<file path="config.mk">
export PLATFORM = sky130hd
export DESIGN_NAME = systolic_array_drain_flat
export DESIGN_NICKNAME = d
export VERILOG_FILES = /design/src/rtl/systolic_array_drain_if.sv /design/src/rtl/systolic_array_drain.sv /design/src/flat_wrapper.sv
export SDC_FILE = /design/constraint.sdc
export NUM_CORES = 1
export LEC_CHECK = 0
export BUFFER_PORTS_ARGS = -buffer_cell sky130_fd_sc_hd__buf_2
export CAP_MARGIN = 10
export CORE_MARGIN = 5
export CORE_UTILIZATION = 50
export DETAILED_ROUTE_END_ITERATION = 10
export PLACE_DENSITY = 0.78
export RECOVER_POWER = 25
export SLEW_MARGIN = 30
export SYNTH_ARGS = -nofsm -noshare
export SYNTH_HDL_FRONTEND = slang
export SYNTH_SLANG_ARGS = --single-unit
</file>
<file path="constraint.sdc">
create_clock -name clk -period 2.42 [get_ports clk]
set_input_delay 0.484 -clock clk [delete_from_list [all_inputs] [get_ports clk]]
set_output_delay 0.484 -clock clk [all_outputs]
set_load 0.1 [all_outputs]
</file>
<file path="src/rtl/systolic_array_drain_if.sv">
// Column-result / aligned-vector stream bundle for systolic_array_drain.
// master drives column results and out_rdy; slave is the drain block.
interface systolic_array_drain_if #(
    parameter int unsigned data_width = 32,
    parameter int unsigned num_cols   = 4
);
    logic [num_cols-1:0]            col_val;
    logic [num_cols*data_width-1:0] col_data;
    logic                           out_val;
    logic                           out_rdy;
    logic [num_cols*data_width-1:0] out_msg;
    logic                           ovf;
    logic [15:0]                    drop_count;

    modport master (
        output col_val, col_data, out_rdy,
        input  out_val, out_msg, ovf, drop_count
    );

    modport slave (
        input  col_val, col_data, out_rdy,
        output out_val, out_msg, ovf, drop_count
    );
endinterface

</file>
<file path="src/rtl/systolic_array_drain.sv">
// Per-column FIFOs that re-align skewed systolic column results into row vectors.
// Optional drop accounting (ovf, drop_count) is built when SYSTOLIC_DRAIN_OVF_EN is defined.
module systolic_array_drain #(
    parameter int unsigned data_width = 32,
    parameter int unsigned num_cols   = 4,
    parameter int unsigned depth      = 4
) (
    input  logic                   clk,
    input  logic                   reset,
    input  logic                   flush,
    systolic_array_drain_if.slave  bus
);
    localparam int unsigned ptr_w = $clog2(depth);
    localparam int unsigned cnt_w = ptr_w + 1;
    localparam logic [cnt_w-1:0] full_cnt = cnt_w'(depth);

    logic [data_width-1:0] mem_q    [num_cols][depth];
    logic [ptr_w-1:0]      wr_ptr_q [num_cols];
    logic [ptr_w-1:0]      rd_ptr_q [num_cols];
    logic [cnt_w-1:0]      cnt_q    [num_cols];

    logic [num_cols-1:0] not_empty;
    logic [num_cols-1:0] full;
    logic [num_cols-1:0] push;
    logic                pop;

    always_comb begin
        not_empty = '0;
        full      = '0;
        for (int c = 0; c < num_cols; c++) begin
            not_empty[c] = (cnt_q[c] != '0);
            full[c]      = (cnt_q[c] == full_cnt);
        end
    end

    assign bus.out_val = &not_empty;
    assign pop         = bus.out_val & bus.out_rdy & ~flush;
    // A full column may still accept a write when the whole vector pops this cycle.
    assign push = bus.col_val & (~full | {num_cols{pop}}) & {num_cols{~flush}};

    always_comb begin
        bus.out_msg = '0;
        for (int c = 0; c < num_cols; c++) begin
            bus.out_msg[c*data_width +: data_width] = mem_q[c][rd_ptr_q[c]];
        end
    end

    always_ff @(posedge clk or negedge reset) begin
        if (!reset) begin
            for (int c = 0; c < num_cols; c++) begin
                wr_ptr_q[c] <= '0;
                rd_ptr_q[c] <= '0;
                cnt_q[c]    <= '0;
                for (int e = 0; e < depth; e++) begin
                    mem_q[c][e] <= '0;
                end
            end
        end else if (flush) begin
            for (int c = 0; c < num_cols; c++) begin
                wr_ptr_q[c] <= '0;
                rd_ptr_q[c] <= '0;
                cnt_q[c]    <= '0;
            end
        end else begin
            for (int c = 0; c < num_cols; c++) begin
                if (push[c]) begin
                    mem_q[c][wr_ptr_q[c]] <= bus.col_data[c*data_width +: data_width];
                    wr_ptr_q[c]           <= wr_ptr_q[c] + 1'b1;
                end
                if (pop) begin
                    rd_ptr_q[c] <= rd_ptr_q[c] + 1'b1;
                end
                if (push[c] && !pop) begin
                    cnt_q[c] <= cnt_q[c] + 1'b1;
                end else if (!push[c] && pop) begin
                    cnt_q[c] <= cnt_q[c] - 1'b1;
                end
            end
        end
    end

`ifdef SYSTOLIC_DRAIN_OVF_EN
    logic [num_cols-1:0] drop;
    logic                ovf_q;
    logic [15:0]         drop_cnt_q;
    logic [16:0]         drop_sum;

    assign drop = bus.col_val & full & {num_cols{~pop & ~flush}};

    always_comb begin
        drop_sum = {1'b0, drop_cnt_q};
        for (int c = 0; c < num_cols; c++) begin
            drop_sum = drop_sum + 17'(drop[c]);
        end
    end

    always_ff @(posedge clk or negedge reset) begin
        if (!reset) begin
            ovf_q      <= 1'b0;
            drop_cnt_q <= '0;
        end else if (flush) begin
            ovf_q      <= 1'b0;
            drop_cnt_q <= '0;
        end else begin
            ovf_q      <= ovf_q | (|drop);
            drop_cnt_q <= drop_sum[16] ? 16'hFFFF : drop_sum[15:0];
        end
    end

    assign bus.ovf        = ovf_q;
    assign bus.drop_count = drop_cnt_q;
`else
    assign bus.ovf        = 1'b0;
    assign bus.drop_count = '0;
`endif
endmodule

</file>
<file path="src/flat_wrapper.sv">
// flat-port wrapper written by rule: the top's interface ports become plain ports
module systolic_array_drain_flat 
#(
    parameter int unsigned data_width = 32,
    parameter int unsigned num_cols   = 4,
    parameter int unsigned depth      = 4
)
  (clk, reset, flush, bus_col_val, bus_col_data, bus_out_rdy, bus_out_val, bus_out_msg, bus_ovf, bus_drop_count);
  systolic_array_drain_if #(.data_width(data_width), .num_cols(num_cols)) bus_i ();
  input  logic clk;
  input  logic reset;
  input  logic flush;
  input wire logic [$bits(bus_i.col_val)-1:0] bus_col_val;
  input wire logic [$bits(bus_i.col_data)-1:0] bus_col_data;
  input wire logic [$bits(bus_i.out_rdy)-1:0] bus_out_rdy;
  output wire logic [$bits(bus_i.out_val)-1:0] bus_out_val;
  output wire logic [$bits(bus_i.out_msg)-1:0] bus_out_msg;
  output wire logic [$bits(bus_i.ovf)-1:0] bus_ovf;
  output wire logic [$bits(bus_i.drop_count)-1:0] bus_drop_count;
  assign bus_i.col_val = bus_col_val;
  assign bus_i.col_data = bus_col_data;
  assign bus_i.out_rdy = bus_out_rdy;
  assign bus_out_val = bus_i.out_val;
  assign bus_out_msg = bus_i.out_msg;
  assign bus_ovf = bus_i.ovf;
  assign bus_drop_count = bus_i.drop_count;
  systolic_array_drain #(.data_width(data_width), .num_cols(num_cols), .depth(depth)) u_core (.clk(clk), .reset(reset), .flush(flush), .bus(bus_i));
endmodule
</file>
; ---- Word-level counts from Yosys, hierarchy flattened
; Cells that the tools add are included.
[totals]
output_inout_bits = 146
reg_bits = 540
word_cells = 153
input_bits = 136
[op_classes]
add_sub_neg = 16
mux = 43
reduce_logical = 35
eq_ne = 4
magnitude_cmp = 12
bitwise = 15
[ops]
columns = op, count
row1 = 128-bit bitwise mux, 4
row2 = 32-bit 2-to-1 mux, 12
row3 = 32-bit binary-select mux with 2-bit select, 4
row4 = 32-bit demux with 2-bit select, 4
row5 = "3-bit greater-or-equal comparator, second input constant", 8
row6 = 3-bit 2-to-1 mux, 8
row7 = 2-bit inverter with 3-bit output, 8
row8 = 3-bit nonzero test, 8
row9 = "2-bit by 1-bit adder with 2-bit output, second input constant", 8
row10 = 2-bit 2-to-1 mux, 8
row11 = 8-bit 2-to-1 mux, 2
row12 = "3-bit by 1-bit adder with 3-bit output, second input constant", 4
row13 = "3-bit equality test, second input constant", 4
row14 = 1-bit logical AND, 12
row15 = "3-bit by 1-bit less-than comparator with 1-bit output, second input constant", 4
row16 = 12-bit 2-to-1 mux, 1
row17 = "3-bit by 1-bit subtractor with 3-bit output, second input constant", 4
row18 = 2-bit nonzero test, 5
row19 = 4-bit AND, 2
row20 = 2-bit AND reduction, 4
row21 = 1-bit logical NOT, 5
row22 = 4-bit inverter, 1
row23 = 4-bit bitwise OR, 1
row24 = 4-bit AND reduction, 1
row25 = other kinds (2), 3

; ---- Longest topological paths before layout
[depth]
word_depth = 12
ltp_mapped = 10
ltp_nobuf = 9

; ---- Worst setup path before layout
; OpenSTA, ideal clock, no wires.
[synth_timing]
path_kind = flip-flop to flip-flop
startpoint = register u_core.cnt_q[4] in the netlist's numbering
endpoint = register u_core.cnt_q[2] in the netlist's numbering
t_arrival_ns = 2.423
setup_ns = 0.121
required_ns = 2.299
n_path_buf = 1
path_slack_ns = -0.124
stages_incl_launch_ff = 11
period_less_slack_ns = 2.544
cell_sequence = dfrtp_1 or3_4 and3_1 buf_6 nand2_1 and3_1 fa_1 mux2_2 o32ai_1 a311o_1 a2bb2oi_1
[synth_via]
elab_chain_len = 10
word_cells_on_any_way = 14
classes_between = 2 x mux / 5 x bitwise / 7 x reduce/logical
[synth_lines]
columns = element, line_no
row1 = "start, declared", systolic_array_drain.sv:20  ; logic [cnt_w-1:0] cnt_q [num_cols];
row2 = "start signal, assigned by index", systolic_array_drain.sv:74  ; cnt_q[c] <= cnt_q[c] + 1'b1;
row3 = "start signal, assigned by index", systolic_array_drain.sv:76  ; cnt_q[c] <= cnt_q[c] - 1'b1;
row4 = 3-bit nonzero test (*), systolic_array_drain.sv:31  ; not_empty[c] = (cnt_q[c] != '0);
row5 = 4-bit AND reduction (*), systolic_array_drain.sv:36  ; assign bus.out_val = &not_empty;
row6 = 1-bit AND (*) (2 in a row), systolic_array_drain.sv:37  ; assign pop = bus.out_val & bus.out_rdy & ~flush;
row7 = 4-bit bitwise OR, systolic_array_drain.sv:39  ; assign push = bus.col_val & (~full | {num_cols{pop}}) & {num_cols{~flush}};
row8 = 4-bit AND (2 in a row), systolic_array_drain.sv:39
row9 = 1-bit logical AND / 1-bit logical NOT (equally long branches), "systolic_array_drain.sv:73, systolic_array_drain.sv:75"
row10 = 3-bit 2-to-1 mux / 1-bit logical AND (equally long branches), "systolic_array_drain.sv:73, systolic_array_drain.sv:75"
row11 = 12-bit 2-to-1 mux / 3-bit nonzero test (equally long branches), -
; Every way passes the cells marked *; elsewhere a longest branch is shown, timed or not.
; A chain may end at the register's enable or synchronous reset.

; ---- Worst setup path after layout
[layout_timing]
startpoint = register u_core.rd_ptr_q[0] in the netlist's numbering
endpoint = output bus_out_msg[106]
[layout_via]
elab_chain_len = 4
[layout_lines]
columns = element, line_no
row1 = "start, declared", systolic_array_drain.sv:19  ; logic [ptr_w-1:0] rd_ptr_q [num_cols];
row2 = "start signal, assigned by index", systolic_array_drain.sv:71  ; rd_ptr_q[c] <= rd_ptr_q[c] + 1'b1;
row3 = 2-bit inverter with 3-bit output (not written as such), systolic_array_drain.sv:44  ; bus.out_msg[c*data_width +: data_width] = mem_q[c][rd_ptr_q[c]];
row4 = 32-bit binary-select mux with 2-bit select, systolic_array_drain.sv:44
row5 = 32-bit 2-to-1 mux (not written as such) (2 in a row), systolic_array_drain.sv:44
row6 = "end, declared", flat_wrapper.sv:17  ; output wire logic [$bits(bus_i.out_msg)-1:0] bus_out_msg;
; Every way passes these cells. The select of a mux whose other input is x is not followed.

==> impl_metrics.py <==
metrics = {
    "outcome": {
        "status": "complete, but fails checks",
        "violations": "negative setup slack",
    },
    "cells_and_area": {
        "drive_gt1_share_pct": 60.4,
        "fillers": 3381,
        "multi_input_area_um2": 10500,
        "seqCellArea_um2": 13500,
        "area_delta_synth_final_pct": 27.8,
        "layout.nets": 1978,
    },
    "setup_path": {
        "worstReg2RegEnd": "u_core.mem_q[213]",
        "reg2reg_from": "u_core.cnt_q[11]",
        "critPathCaptureType": "output pin",
        "path_class": "reg -> out",
        "crit_required_ns": 1.94,
        "reg2regPathDepth": 8,
        "regToRegSetupSlack_ns": 0.06,
        "cp_max_fo": 8,
        "arrival_ns": 2.11,
        "crit_path_start_kind": "flip-flop",
    },
    "clocking": {
        "cts_sinks": 540,
        "cts_root_buf": "clkbuf_16",
        "clk_latency_ns": 0.62,
        "htreeDepth": 2,
        "cts_max_path_buffers": 3,
        "cts_buffers": 57,
        "clk_pin_slew_worst_paths_ns": 0.06,
        "cts_tree": "done",
    },
    "timing": {
        "fmax_mhz": 385,
        "hold_violations": 0,
        "rsz0062_at_grt": "yes",
        "fin_ws_ns": -0.178,
        "finClkSkew_ns": 0.0271,
        "slew_headroom_pct": 3.56,
        "slew_viol_final": 0,
        "setup_viol": 126,
        "fin_crit_sh_pct": 107,
        "fin_crit_ns": 2.60,
        "tightest_slew_ns": 1.45,
        "final.setup.tns_ns": -13.61,
    },
    "synthesis": {
        "synth-seq-cells": 540,
        "ys.warnings.count": 0,
        "synth.distinct_cells": 37,
        "synth.avg_cell_area_um2": 16.5,
        "synth_top_flop_cell": "dfrtp_1",
        "yosysSeqAreaShare_pct": 54.9,
        "synth_area_um2": 24600,
        "ys_async_sr_fraction_pct": 100,
        "syn_inst": 1489,
        "synth_edf_count": 0,
    },
    "placement": {
        "pre_cts_slack_ns": -0.0397,
        "gp_congestion": 0.783,
        "numPortBuffers": 264,
        "hpwl_um": 34500,
    },
    "worst_hold_path": {
        "hp-class": "in -> reg",
        "holdPathEnd": "u_core.mem_q[434]",
        "min_path_cells": 2,
        "worstHoldStart": "bus_col_data[18]",
    },
    "detailed_routing": {
        "vias": 13880,
        "viasPerCell": 5.48,
        "routed_wl_um": 54800,
        "drt-initial-drc-count": 538,
        "first_pass_iters": 4,
        "ant_nets": 0,
        "wire_per_inst_um": 21.6,
        "drc": 0,
    },
    "global_route": {
        "grt_pass1_wl_um": 88900,
        "antenna_found_initial": 11,
        "overflow": 0,
        "grt_pass1_vias": 15830,
        "grt_start_max_net_pins": 97,
        "track_usage_pct": 20.7,
    },
    "floorplan": {
        "initial_utilization_pct": 50.4,
        "die_h_um": 232,
        "io_pins": 282,
        "die_w_um": 232,
        "coreArea_um2": 48800,
        "dieArea_um2": 53800,
        "rows": 81,
    },
    "power": {
        "p_total_mw": 43.2,
        "pwr_density_cell_nw_per_um2": 1370,
        "leakage_nw": 13.8,
        "ir_drop_uv": 1120,
    },
    "job": {
        "cap_violations": 0,
    },
}
layout by cell type, fill, tap and decap left out, drive strengths merged, types with 5 or more instances in the layout:
cell type	netlist	layout
dfrtp	540	540
mux2	524	524
buf	81	362
mux4	128	128
clkbuf	32	90
nor2	37	37
inv	18	21
nand2	18	18
conb	1	17
ha	16	16
clkinv	0	12
xnor2	10	10
and2	9	9
nand2b	8	8
nor2b	8	8
a21oi	8	8
clkinvlp	0	6
and3	6	6
o32ai	6	6
nand3	5	5
cell usage after synthesis, types with 9 or more instances:
| cell | number | area (µm²) |
|---|---|---|
| mux4_2 | 128 | 2880 |
| mux2_1 | 19 | 214 |
| mux2_2 | 413 | 4650 |
| mux2_4 | 92 | 1380 |
| inv_1 | 18 | 67.6 |
| clkbuf_1 | 32 | 120 |
| and2_1 | 9 | 56.3 |
| nand2_1 | 18 | 67.6 |
| buf_4 | 17 | 128 |
| buf_2 | 25 | 125 |
| xnor2_1 | 10 | 87.6 |
| buf_1 | 14 | 52.6 |
| ha_1 | 16 | 200 |
| buf_6 | 25 | 282 |
| dfrtp_1 | 540 | 13500 |
| nor2_1 | 29 | 109 |
logic make-up after synthesis:
group / count (synthesis) / share of synthesized area (%)
DFF: 540 / 54.9
adders and majority gates: 20 / 1.14
buffers and inverters: 131 / 3.14
and+or+nand+nor: 103 / 2.30
AOI/OAI and AO/OA: 24 / 0.833
other: 1 / 0.0152
muxes: 656 / 37.2
xor gates and xnor gates: 14 / 0.498
flip-flops by register name, indices dropped and copies added, names as in the netlist:
signal and flops:
u_core.rd_ptr_q 8, u_core.cnt_q 12, u_core.mem_q 512, u_core.wr_ptr_q 8
how the worst max path moves through the flow:
stage / to / startpoint / cells after the start / slack, ns
6_report: bus_out_msg[106] / u_core.rd_ptr_q[0] / 4 / -0.18
5_1_grt: bus_out_msg[119] / u_core.rd_ptr_q[0] / 4 / -0.28
4_1_cts: bus_out_msg[114] / u_core.rd_ptr_q[0] / 4 / -0.26
3_5_place_dp: u_core.cnt_q[5] / bus_out_rdy / 9 / -0.04
3_3_place_gp: u_core.cnt_q[2] / bus_out_rdy / 9 / 0.0007
2_1_floorplan: u_core.cnt_q[2] / u_core.cnt_q[4] / 10 / 0.03
stage by stage:
| step | utilization [%] | cells | cell area [µm²] | hold WS, ns |
|---|---|---|---|---|
| floorplan | - | 1505 | 24700 | 0.188 |
| global placement | 59.4 | 2388 | 29000 | 0.435 |
| detailed placement | 59.4 | 2388 | 29000 | 0.443 |
| CTS | 64.3 | 2524 | 31400 | 0.0864 |
| global route | 64.4 | 2534 | 31500 | 0.105 |
| finish | 64.4 | 2534 | 31500 | 0.136 |
power by group:
part           switching [mW]  leakage [nW]  internal [mW]
Sequential               1.92          6.78           12.7
Clock                    3.62         0.880           4.81
Combinational            11.1          6.17           8.98
layer usage:
metal / vias to the layer above / track usage, % / wire length [µm]
met2: 286 / 35.2 / 28100
met1: 7383 / 27.2 / 22800
met5: - / 0 / 73
met4: 12 / 5.47 / 1180
li1: 6107 / - / -
met3: 92 / 4.33 / 2560
cell type report:
cell class | count | area share [%]
inverter | 18 | 0.215
sequential | 540 | 42.9
tap | 664 | 2.64
multi-input combinational | 834 | 33.3
timing repair buffer | 371 | 15.1
clock buffer | 82 | 5.18
clock inverter | 22 | 0.620
antenna | 3 | 0.0239
critical path: stages, from the launching register on:
cell     delay (ns)
dfrtp_2        0.46
buf_12         0.15
buf_16         0.14
mux4_2         0.55
buf_12         0.19
timing repair:
item	4_1_cts	5_1_grt
endpoints found under the setup margin	132	231
cloned	9	3
hold buffers	1	0
hold endpoints to repair	43	0
gates resized for setup	32	31
setup buffers	22	13
pin swaps	2	5
Power figures use the tool's default switching activity.
